[src/rtl/ofmap_drain_ctrl.sv]
// Drains the output-feature-map FIFO into the GLB: packs popped elements into
// 32-bit words (byte or word mode) and issues one arbitrated write per word.
module ofmap_drain_ctrl (
  input  logic        clk,
  input  logic        rst,
  input  logic        ofmap_fifo_reset_i,
  input  logic        ofmap_need_push_i,
  input  logic [31:0] ofmap_push_num_i,
  input  logic        ofmap_word_mode_i,
  input  logic [31:0] ofmap_fifo_base_addr_i,
  input  logic        ofmap_fifo_empty_i,
  input  logic [31:0] ofmap_fifo_pop_data_i,
  output logic        ofmap_fifo_pop_o,
  input  logic        fifo_glb_busy_i,
  output logic        ofmap_write_req_o,
  input  logic        ofmap_permit_write_i,
  output logic [31:0] ofmap_glb_write_addr_o,
  output logic [31:0] ofmap_glb_write_data_o,
  output logic [3:0]  ofmap_glb_web_o,
  output logic        ofmap_fifo_done_o
);

  typedef enum logic [1:0] {
    S_IDLE  = 2'd0,
    S_POP   = 2'd1,
    S_WRITE = 2'd2,
    S_WAIT  = 2'd3
  } state_e;

  state_e      state_q, state_d;
  logic [31:0] num_q, num_d;
  logic [31:0] base_q, base_d;
  logic        mode_q, mode_d;
  logic [31:0] elem_cnt_q, elem_cnt_d;
  logic [31:0] word_addr_q, word_addr_d;
  logic [31:0] pack_q, pack_d;
  logic [3:0]  mask_q, mask_d;

  logic [31:0] elem_addr;
  logic [1:0]  lane;
  logic        last_elem;

  // Address of the element at the FIFO head; wraps naturally at 32 bits.
  assign elem_addr = base_q + (mode_q ? {elem_cnt_q[29:0], 2'b00} : elem_cnt_q);
  assign lane      = elem_addr[1:0];
  assign last_elem = (elem_cnt_q == (num_q - 32'd1));

  assign ofmap_fifo_pop_o  = (state_q == S_POP) && !ofmap_fifo_empty_i && !fifo_glb_busy_i;
  assign ofmap_fifo_done_o = (state_q == S_IDLE);

  always_comb begin
    state_d     = state_q;
    num_d       = num_q;
    base_d      = base_q;
    mode_d      = mode_q;
    elem_cnt_d  = elem_cnt_q;
    word_addr_d = word_addr_q;
    pack_d      = pack_q;
    mask_d      = mask_q;

    case (state_q)
      S_IDLE: begin
        if (ofmap_need_push_i && (ofmap_push_num_i != 32'd0)) begin
          num_d      = ofmap_push_num_i;
          base_d     = ofmap_fifo_base_addr_i;
          mode_d     = ofmap_word_mode_i;
          elem_cnt_d = 32'd0;
          pack_d     = 32'd0;
          mask_d     = 4'd0;
          state_d    = S_POP;
        end
      end

      S_POP: begin
        if (fifo_glb_busy_i) begin
          state_d = S_WAIT;
        end else if (!ofmap_fifo_empty_i) begin
          elem_cnt_d = elem_cnt_q + 32'd1;
          if (mode_q) begin
            pack_d      = ofmap_fifo_pop_data_i;
            mask_d      = 4'hF;
            word_addr_d = elem_addr;
            state_d     = S_WRITE;
          end else begin
            // The first byte landing in an empty buffer fixes the word address.
            if (mask_q == 4'd0) begin
              word_addr_d = elem_addr;
            end
            pack_d[{lane, 3'b000} +: 8] = ofmap_fifo_pop_data_i[7:0];
            mask_d[lane]                = 1'b1;
            if ((lane == 2'd3) || last_elem) begin
              state_d = S_WRITE;
            end
          end
        end
      end

      S_WAIT: begin
        if (!fifo_glb_busy_i) begin
          state_d = S_POP;
        end
      end

      S_WRITE: begin
        if (ofmap_permit_write_i) begin
          pack_d  = 32'd0;
          mask_d  = 4'd0;
          state_d = (elem_cnt_q == num_q) ? S_IDLE : S_POP;
        end
      end

      default: state_d = S_IDLE;
    endcase
  end

  always_ff @(posedge clk) begin
    if (rst || ofmap_fifo_reset_i) begin
      state_q     <= S_IDLE;
      num_q       <= 32'd0;
      base_q      <= 32'd0;
      mode_q      <= 1'b0;
      elem_cnt_q  <= 32'd0;
      word_addr_q <= 32'd0;
      pack_q      <= 32'd0;
      mask_q      <= 4'd0;
    end else begin
      state_q     <= state_d;
      num_q       <= num_d;
      base_q      <= base_d;
      mode_q      <= mode_d;
      elem_cnt_q  <= elem_cnt_d;
      word_addr_q <= word_addr_d;
      pack_q      <= pack_d;
      mask_q      <= mask_d;
    end
  end

  // Write-side outputs come straight from registers, so they hold until permit.
  assign ofmap_write_req_o      = (state_q == S_WRITE);
  assign ofmap_glb_write_addr_o = ofmap_write_req_o ? {word_addr_q[31:2], 2'b00} : 32'd0;
  assign ofmap_glb_write_data_o = ofmap_write_req_o ? pack_q : 32'd0;
  assign ofmap_glb_web_o        = ofmap_write_req_o ? mask_q : 4'd0;

endmodule
[config.mk]
export PLATFORM = sky130hd
export DESIGN_NAME = ofmap_drain_ctrl
export DESIGN_NICKNAME = d
export VERILOG_FILES = /design/src/rtl/ofmap_drain_ctrl.sv
export SDC_FILE = /design/constraint.sdc
export NUM_CORES = 1
export LEC_CHECK = 0
export BUFFER_PORTS_ARGS = -buffer_cell sky130_fd_sc_hd__buf_2
export CAP_MARGIN = 25
export CORE_MARGIN = 2
export CORE_UTILIZATION = 57
export CTS_BUF_LIST = sky130_fd_sc_hd__clkbuf_16
export CTS_CLUSTER_SIZE = 10
export DETAILED_ROUTE_END_ITERATION = 8
export HOLD_SLACK_MARGIN = 0.12
export PLACE_DENSITY = 0.81
export SYNTH_ARGS = -nofsm -noshare
export SYNTH_HDL_FRONTEND = slang
export SYNTH_SLANG_ARGS = --single-unit
[constraint.sdc]
create_clock -name clk -period 4.2 [get_ports clk]
set_input_delay 0.42 -clock clk [delete_from_list [all_inputs] [get_ports clk]]
set_output_delay 0.42 -clock clk [all_outputs]
set_load 0.005 [all_outputs]
# Word-level counts from Yosys, hierarchy flattened
# Index checks and enable logic that the tools add are counted.
[totals]
ff_bits = 167
inputBits = 104
out_inout_bits = 71
wordCells = 84
[op_classes]
addsub = 4
magnitude_cmp = 2
n_eq_ne = 13
shifts = 2
n_mux = 33
n_bitwise = 3
n_reduce_logical = 19
[ops]
columns = ["operator", "count"]
rows = [
  ["two-way mux 32 bit", 12],
  ["one-hot mux 32 bit (3 select lines)", 1],
  ["== test 32 bit", 2],
  ["one-hot mux 32 bit (2 select lines)", 1],
  ["adder 32 x 1 -> 32 bit (second input constant)", 1],
  ["adder 32 bit", 1],
  ["bitwise mux 32 bit", 1],
  ["nonzero test 32 bit", 1],
  ["variable shift 8 x 7 -> 32 bit (first input constant)", 1],
  ["variable part select 8 x 7 -> 32 bit", 1],
  ["subtractor 32 x 1 -> 32 bit (second input constant)", 1],
  ["two-way mux 4 bit", 6],
  ["two-way mux 2 bit", 7],
  ["one-hot mux 4 bit (3 select lines)", 1],
  ["AND reduction 5 bit", 2],
  ["one-hot mux 2 bit (4 select lines)", 1],
  ["AND reduction 4 bit", 2],
  ["negator 5 -> 7 bit", 1],
  ["== test 2 bit (second input constant)", 3],
  ["!= test 2 bit (second input constant)", 3],
  ["logical AND 1 bit", 4],
  ["logical NOT 4 bit", 1],
  ["!= test 2 x 1 -> 1 bit (second input constant)", 2],
  ["!= test 4 x 3 -> 1 bit (second input constant)", 1],
  ["other kinds (14)", 19],
]

# Logic depth before layout (Yosys ltp)
# Gate-level depths: netlist of the first run.
[logic_depth]
word_depth = 11
ltp_mapped = 16
depth_no_buf = 13

# Worst setup path after synthesis of the first run
# OpenSTA, ideal clock, no wires.
[synth_path]
path_kind = "register to register"
startpoint = "register mode_q"
endpoint = "register word_addr_q[30]"
setup_time_ns = 0.065
arrival_ns = 3.753
t_required_ns = 4.135
slack_ns = 0.381
stages_incl_launch_ff = 15
path_buffers = 3
synth_period_minus_slack_ns = 3.819
path_cell_list = "dfxtp_1 clkbuf_1 clkbuf_1 buf_1 mux2_2 ha_1 a211oi_1 nor2_1 or4b_2 a31oi_1 nand3_1 a211oi_1 o21ai_0 a21oi_1 nand4b_1"
[synth_between]
elab_chain_cells = 4
elab_cells_between_ends = 6
classes_between = "add/sub: 1; mux: 3; reduce/logical: 2"
[synth_lines]
columns = ["element", "line_no", "text"]
rows = [
  ["start, declared", "33", "logic mode_q, mode_d;"],
  ["start signal, assigned", "130", "mode_q <= mode_d;"],
  ["two-way mux 32 bit", "44", "assign elem_addr = base_q + (mode_q ? {elem_cnt_q[29:0], 2'b00} : elem_cnt_q);"],
  ["adder 32 bit", "44", ""],
  ["two-way mux 32 bit", "86", "if (mask_q == 4'd0) begin"],
  ["two-way mux 32 bit", "79", "if (mode_q) begin"],
  ["end signal, assigned", "132", "word_addr_q <= word_addr_d;"],
  ["end, declared", "35", "logic [31:0] word_addr_q, word_addr_d;"],
]
# Several ways; a longest one is shown, not always the timed one. The select of a mux whose other input is x is not followed.
# A chain may end at the register's enable or synchronous reset.

# Worst setup path in the final report of the first run
[layout_path]
startpoint = "register mode_q"
endpoint = "register word_addr_q[31]"
# The elaborated chain is that of the path after synthesis.

==> metrics.txt, run 1 <==
# diodes 0; max-slew violations 0; synthesized area 10400 µm²; CTS tree done; register area 3304 µm²; worst slack at placement 0.7356 ns; Remaining DRCs 0; Final Hold Viols 0; Tightest Pin Transition 0.8765 ns; Post-CTS Setup Inserts 0; die width 139.1 µm; HP Class in -> reg; dominant synthesized flop cell dfxtp_1; synth unique cells 72; Row Count 49; number of buffers created by CTS 17; Setup crit end kind flip-flop; share of layout cells above drive strength 1 17.41%; CTS root buf clkbuf_16; CP most frequent cell o211ai_1; status complete, no violations; setup TNS 0 ns; area of the multi-input gates 6636 µm²; # IOs 175; crit path DAT 3.98 ns; Syn. warnings 0; routed vias 10390; largest net degree at the start of global routing 85; EDFF count, synth 0; gr ovfl total 0; total iterations of the first detailed-routing run 7; post-route clock period utilization 85.85%; commonest non-fill, non-tap cells in the layout 237 x nand2_1, 172 x buf_2, 165 x a21oi_1, 164 x dfxtp_1, 73 x nand3_1; commonest non-fill, non-tap cell in the layout nand2_1; pwr dens 320.1 nW/µm²; post-DR vias/cell 6.033; cells after synthesis 1366; worst rel slew slack 41.57%; Post-CTS Resized 0; Nets 1634; post-route worst setup slack 0.5942 ns; antenna violations before repair 0; Setup Viol. Count Final 0; final estimated routing congestion in global placement 1.024; DP Wirelength 22220 µm; die area 19330 µm²; post-route ant nets 0; max cap viols 0; hold path start ofmap_fifo_base_addr_i[13]; H-tree depth 4; Reg2Reg Launch Point mode_q; Critical path origin mode_q; CTS Buffer Depth 2; flops & latches, synth 165; Setup Crit Path Kind reg -> reg; GRT Overall Usage 30.75%; die height 139.1 µm; fillcell total 1554; critical path's largest stage delay 0.44 ns; Reg clk slew, reported paths 0.06 ns; initial core utilization 58.07%; Critical Path RT 4.58 ns; worst IR drop on VDD 281.1 µV; CP max FO 40; PortBufs 172; Leak 4.995 nW; Avg Inst Size Synth 7.611 µm²; post-synthesis sequential area ratio 31.77%; Area contributors post-synth dfxtp_1 32%, nand2_1 8.6%, a21oi_1 7.9%, ha_1 5.5%, and2_1 4.2%; initial drt markers 1003; maximum clock rate 277.3 MHz; Synth area leader dfxtp_1; asr flop ratio synth 0%; post-layout minimum cycle time 3.606 ns; Slowest cell on crit path dfxtp_2; first-pass GRT wire length 48820 µm; top cell type's share of synthesized area 31.77%; post-DR wirelength/cell 17.67 µm; core area 17900 µm²; Hold-fix buffers, CTS 0; RSZ-0062 raised after global routing false; Area Overhead vs Synth 14.97%; vias in the first global route 9509; Cell Chain, Critical Path buf_4, nand2b_1, inv_1, ha_1, a211oi_1, o211ai_1, nand3_1, o211ai_1, a21oi_1, o211ai_1, and3b_1, or3_1, nand4_1; startpoint types flip-flop; clock skew 0.005222 ns; CTS sink count 165; insertion delay to the later sink of the worst-skew pair 0.44 ns; final wirelength 30430 µm
-- per-layer routing --
metal  GRT usage [%]  share of wire (%)  vias up
li1                -                  -     5031
met1           40.44                 43     4873
met2           51.62                 47      423
met3           5.249                6.6       61
met4           9.835                2.6        0
met5               0                  0        -
-- critical path: cells and delay by family, from the launching register on --
kind	cells	cell delay, ns
AOI/OAI and AO/OA	5	1.30
buffers and inverters	2	0.47
adders and majority gates	1	0.28
and+or+nand+nor	5	1.05
DFF	1	0.44
-- report_power, final --
part	internal [mW]	switching (mW)
sequential	1.59	0.0347
combinational	0.183	0.306
clock	1.05	0.665
total	2.82	1.00
-- layout make-up --
| class | count | share of cell area (%) |
|---|---|---|
| Clock buffer | 17 | 3.559 |
| Clock inverter | 12 | 1.685 |
| Inverter | 26 | 0.8165 |
| Multi-Input combinational cell | 1084 | 55.52 |
| Sequential cell | 165 | 27.65 |
| Tap cell | 229 | 2.397 |
| Timing Repair Buffer | 189 | 8.374 |
-- synthesized netlist by cell type (all sizes together) (4+ instances only) --
| library cell | count |
|---|---|
| mux2i | 4 |
| nand3b | 6 |
| a21oi | 165 |
| o21ai | 55 |
| nor2 | 56 |
| and4 | 8 |
| xor2 | 47 |
| buf | 21 |
| dfxtp | 165 |
| clkbuf | 71 |
| or3 | 15 |
| or4 | 7 |
| xnor2 | 38 |
| o21a | 13 |
| nand4 | 20 |
| or2 | 4 |
| o31ai | 5 |
| nor3 | 29 |
| ha | 46 |
| nand3 | 73 |
| nand2 | 237 |
| a22o | 24 |
| nor2b | 9 |
| nor4 | 26 |
| o211ai | 5 |
| a21o | 11 |
| nand4b | 5 |
| o31a | 5 |
| mux2 | 24 |
| and2 | 69 |
| inv | 26 |
| a211oi | 10 |
| nor3b | 5 |
| nand2b | 9 |
| o21bai | 4 |
| a31oi | 5 |
| and3 | 10 |
-- cell families (layout without fill, tap and decap cells) --
| family | after synthesis | in the layout | share of synthesized area, % |
|---|---|---|---|
| AO/OA/AOI/OAI | 327 | 327 | 19.05 |
| XOR/XNOR | 85 | 85 | 7.161 |
| adder cells (fa/ha/maj) | 47 | 47 | 5.729 |
| buffers and inverters | 118 | 244 | 4.585 |
| flip-flops | 165 | 165 | 31.77 |
| multiplexers | 28 | 28 | 2.985 |
| other | 1 | 2 | 0.03607 |
| AND/OR/NAND/NOR | 595 | 595 | 28.68 |
-- stage by stage --
stage | hold WS, ns | utilization, % | std cells | area, µm² | total power [mW]
floorplan | 0.4273 | - | 1367 | 10400 | 1.982
global placement | 0.4362 | 63.15 | 1692 | 11310 | 2.131
detailed placement | 0.4418 | 63.15 | 1692 | 11310 | 2.135
CTS | 0.2144 | 66.66 | 1721 | 11930 | 3.828
global route | 0.2238 | 66.77 | 1722 | 11950 | 3.963
finish | 0.2171 | 66.77 | 1722 | 11950 | 3.826
-- flip-flops by register name, summed over array words and instances (netlist names) --
signal       cells
mode_q           1
base_q          32
mask_q           4
num_q           32
state_q          2
word_addr_q     30
elem_cnt_q      32
pack_q          32
-- path summary, 6_finish.rpt --
kind	cells past startpoint	endpoint	slack [ns]
hold reg to reg	2	pack_q[3]	0.45
hold / removal	3	base_q[13]	0.22
setup reg to reg	13	word_addr_q[31]	0.59
setup / recovery	13	word_addr_q[31]	0.59
Note: power is estimated with default switching activity, not from simulation.
==> inputs of run 2 (changes only) <==
--- a/config.mk
+++ b/config.mk
@@ -7,6 +7,7 @@
 export LEC_CHECK = 0
 export BUFFER_PORTS_ARGS = -buffer_cell sky130_fd_sc_hd__buf_2
 export CAP_MARGIN = 25
+export CORE_ASPECT_RATIO = 0.8
 export CORE_MARGIN = 2
 export CORE_UTILIZATION = 57
 export CTS_BUF_LIST = sky130_fd_sc_hd__clkbuf_16
==> run 2 against run 1 <==
- setup slack better by 0.071 ns
- first-iteration DRC count is 15% lower
- final area is 0.67% lower
- non-clock buffer count is 1 lower
- clock-buffer cell count stayed put
- sequential power hardly changed
- combinational power is 1% higher
- wire length is 0.58% lower
- sequential share of layout area is 0.19 points higher
- critical path type unchanged
- largest power group is now registers
- highest routed layer unchanged
==> metrics.txt, run 2 (synthesis results as in run 1) <==
vias in the first global route 9387 (-1.3%); post-DR wirelength/cell 17.54 µm (-0.76%); Setup Crit Path Kind reg -> reg; number of buffers created by CTS 17 (unchanged); antenna violations before repair 0 (unchanged); GRT met1 Usage 42.52% (+2.1 points); Critical path origin mode_q; routing usage on met3 7.342% (+2.1 points); worst rel slew slack 43.42% (+1.9 points); largest net degree at the start of global routing 69 (-19%); Non-Filler Instances 1725 (+0.17%); Remaining DRCs 0 (unchanged); Reg2Reg Launch Point mode_q; max-slew violations 0 (unchanged); total iterations of the first detailed-routing run 5 (-2); Row Count 44 (-10%); Hold-fix buffers, CTS 0 (unchanged); share of layout cells above drive strength 1 17.53% (+0.11 points); register area 3304 µm² (unchanged); hold path start ofmap_fifo_base_addr_i[18]; initial drt markers 855 (-15%); Critical Path RT 4.57 ns (about the same); CP max FO 31 (-23%); Final Hold Viols 0 (unchanged); post-route clock period utilization 84.16% (-1.7 points); crit path DAT 3.91 ns (-0.07 ns); RSZ-0062 raised after global routing false; CTS tree done; Nets 1633 (-0.061%); die area 19340 µm² (about the same); insertion delay to the later sink of the worst-skew pair 0.45 ns (about the same); DP Wirelength 22350 µm (+0.59%); Post-CTS Setup Inserts 0 (unchanged); post-layout minimum cycle time 3.535 ns (-0.07101 ns); Setup crit end kind flip-flop; Reg clk slew, reported paths 0.07 ns (about the same); final estimated routing congestion in global placement 1.002 (-2.2%); GRT busiest layer met2; H-tree depth 4 (unchanged); Leak 4.949 nW (-0.93%); DP Area 11300 µm² (about the same); first-pass GRT wire length 47960 µm (-1.8%); Post-CTS Resized 0 (unchanged); fillcell total 1560 (+0.39%); # IOs 175 (unchanged); PortBufs 172 (unchanged); CTS sink count 165 (unchanged); worst IR drop on VDD 244.0 µV (-13%); die width 155.0 µm (+11%); post-DR vias/cell 6.010 (-0.37%); final wirelength 30250 µm (-0.58%); post-route ant nets 0 (unchanged); pwr dens 307.3 nW/µm² (-4.0%); initial core utilization 57.75% (-0.32 points); Setup Viol. Count Final 0 (unchanged); commonest non-fill, non-tap cell in the layout nand2_1; setup TNS 0 ns (unchanged); die height 124.8 µm (-10%); commonest non-fill, non-tap cells in the layout 237 x nand2_1, 173 x buf_2, 165 x a21oi_1, 164 x dfxtp_1, 73 x nand3_1; max cap viols 0 (unchanged); core area 18000 µm² (+0.56%); Tightest Pin Transition 0.8487 ns (-0.02780 ns); met2 usage 47.24% (-4.4 points); gr ovfl total 0 (unchanged); maximum clock rate 282.9 MHz (+2.0%); status complete, no violations; HP Class in -> reg; startpoint types flip-flop; clock skew 0.009598 ns (+0.004376 ns); GRT Overall Usage 30.87% (+0.12 points); routed vias 10370 (-0.19%); # diodes 0 (unchanged); Area Overhead vs Synth 14.20%; CTS root buf clkbuf_16; placed cells 1692 (unchanged); CTS Buffer Depth 2 (unchanged); area of the multi-input gates 6636 µm² (unchanged); Non-Filler Cell Area, Final 11870 µm² (-0.67%)
==> run 2: cell count changes in the layout (fill, tap and decap cells not counted) <==
cell and change:
clkinv_4 +3, bufinv_16 -4, clkinvlp_4 +3, buf_4 -1, buf_12 -1, inv_6 +2, clkinv_2 -1, buf_2 +1
==> run 2: where the power goes <==
part / switching, mW / internal [mW] / leakage [nW] / total [mW]
registers: 0.0348 / 1.59 / 1.33 / 1.62
logic: 0.313 / 0.182 / 3.35 / 0.495
clock network: 0.703 / 0.826 / 0.265 / 1.53
==> run 2: final cells by class <==
type	instances	area share [%]
multi-input cells	1084	55.90
flip-flops and latches	165	27.83
repair buffers	188	8.241
clock buffers	17	3.583
well taps	230	2.424
clock inverters	15	1.201
inverters	26	0.8220
==> run 2: worst max-delay path: stages (launching register included) <==
cell and delay (ns):
dfxtp_2 0.42, buf_4 0.35, mux2_2 0.39, ha_1 0.35, a21o_1 0.19, and2_1 0.16
a221oi_1 0.30, o211ai_1 0.17, a21oi_1 0.28, o211ai_1 0.17, and3b_1 0.22, or3_1 0.37
nand4_1 0.10
==> run 2: per-layer routing <==
layer / routed length (µm) / share of wire, %
met1: 13620 / 45
met3: 2610 / 8.6
met5: 0 / 0
met4: 885 / 2.9
met2: 13140 / 43
==> run 2: final timing paths <==
kind / end / slack [ns] / cells after the start
min reg2reg: word_addr_q[6] / 0.45 / 2
max: word_addr_q[31] / 0.67 / 12
max reg2reg: word_addr_q[31] / 0.67 / 12
min: base_q[18] / 0.21 / 3
==> run 2: per-stage QoR <==
step                      hold slack [ns]  power [mW]  setup WS [ns]  util, %
after floorplan                    0.4273       1.982         0.3815        -
after CTS                          0.2104       3.641         0.6844    65.92
after global placement             0.4358       2.132         0.8616    62.77
after detailed placement           0.4418       2.138         0.7358    62.77
after global routing               0.2251       3.758         0.3695    65.95
final                              0.2141       3.648         0.6652    65.95
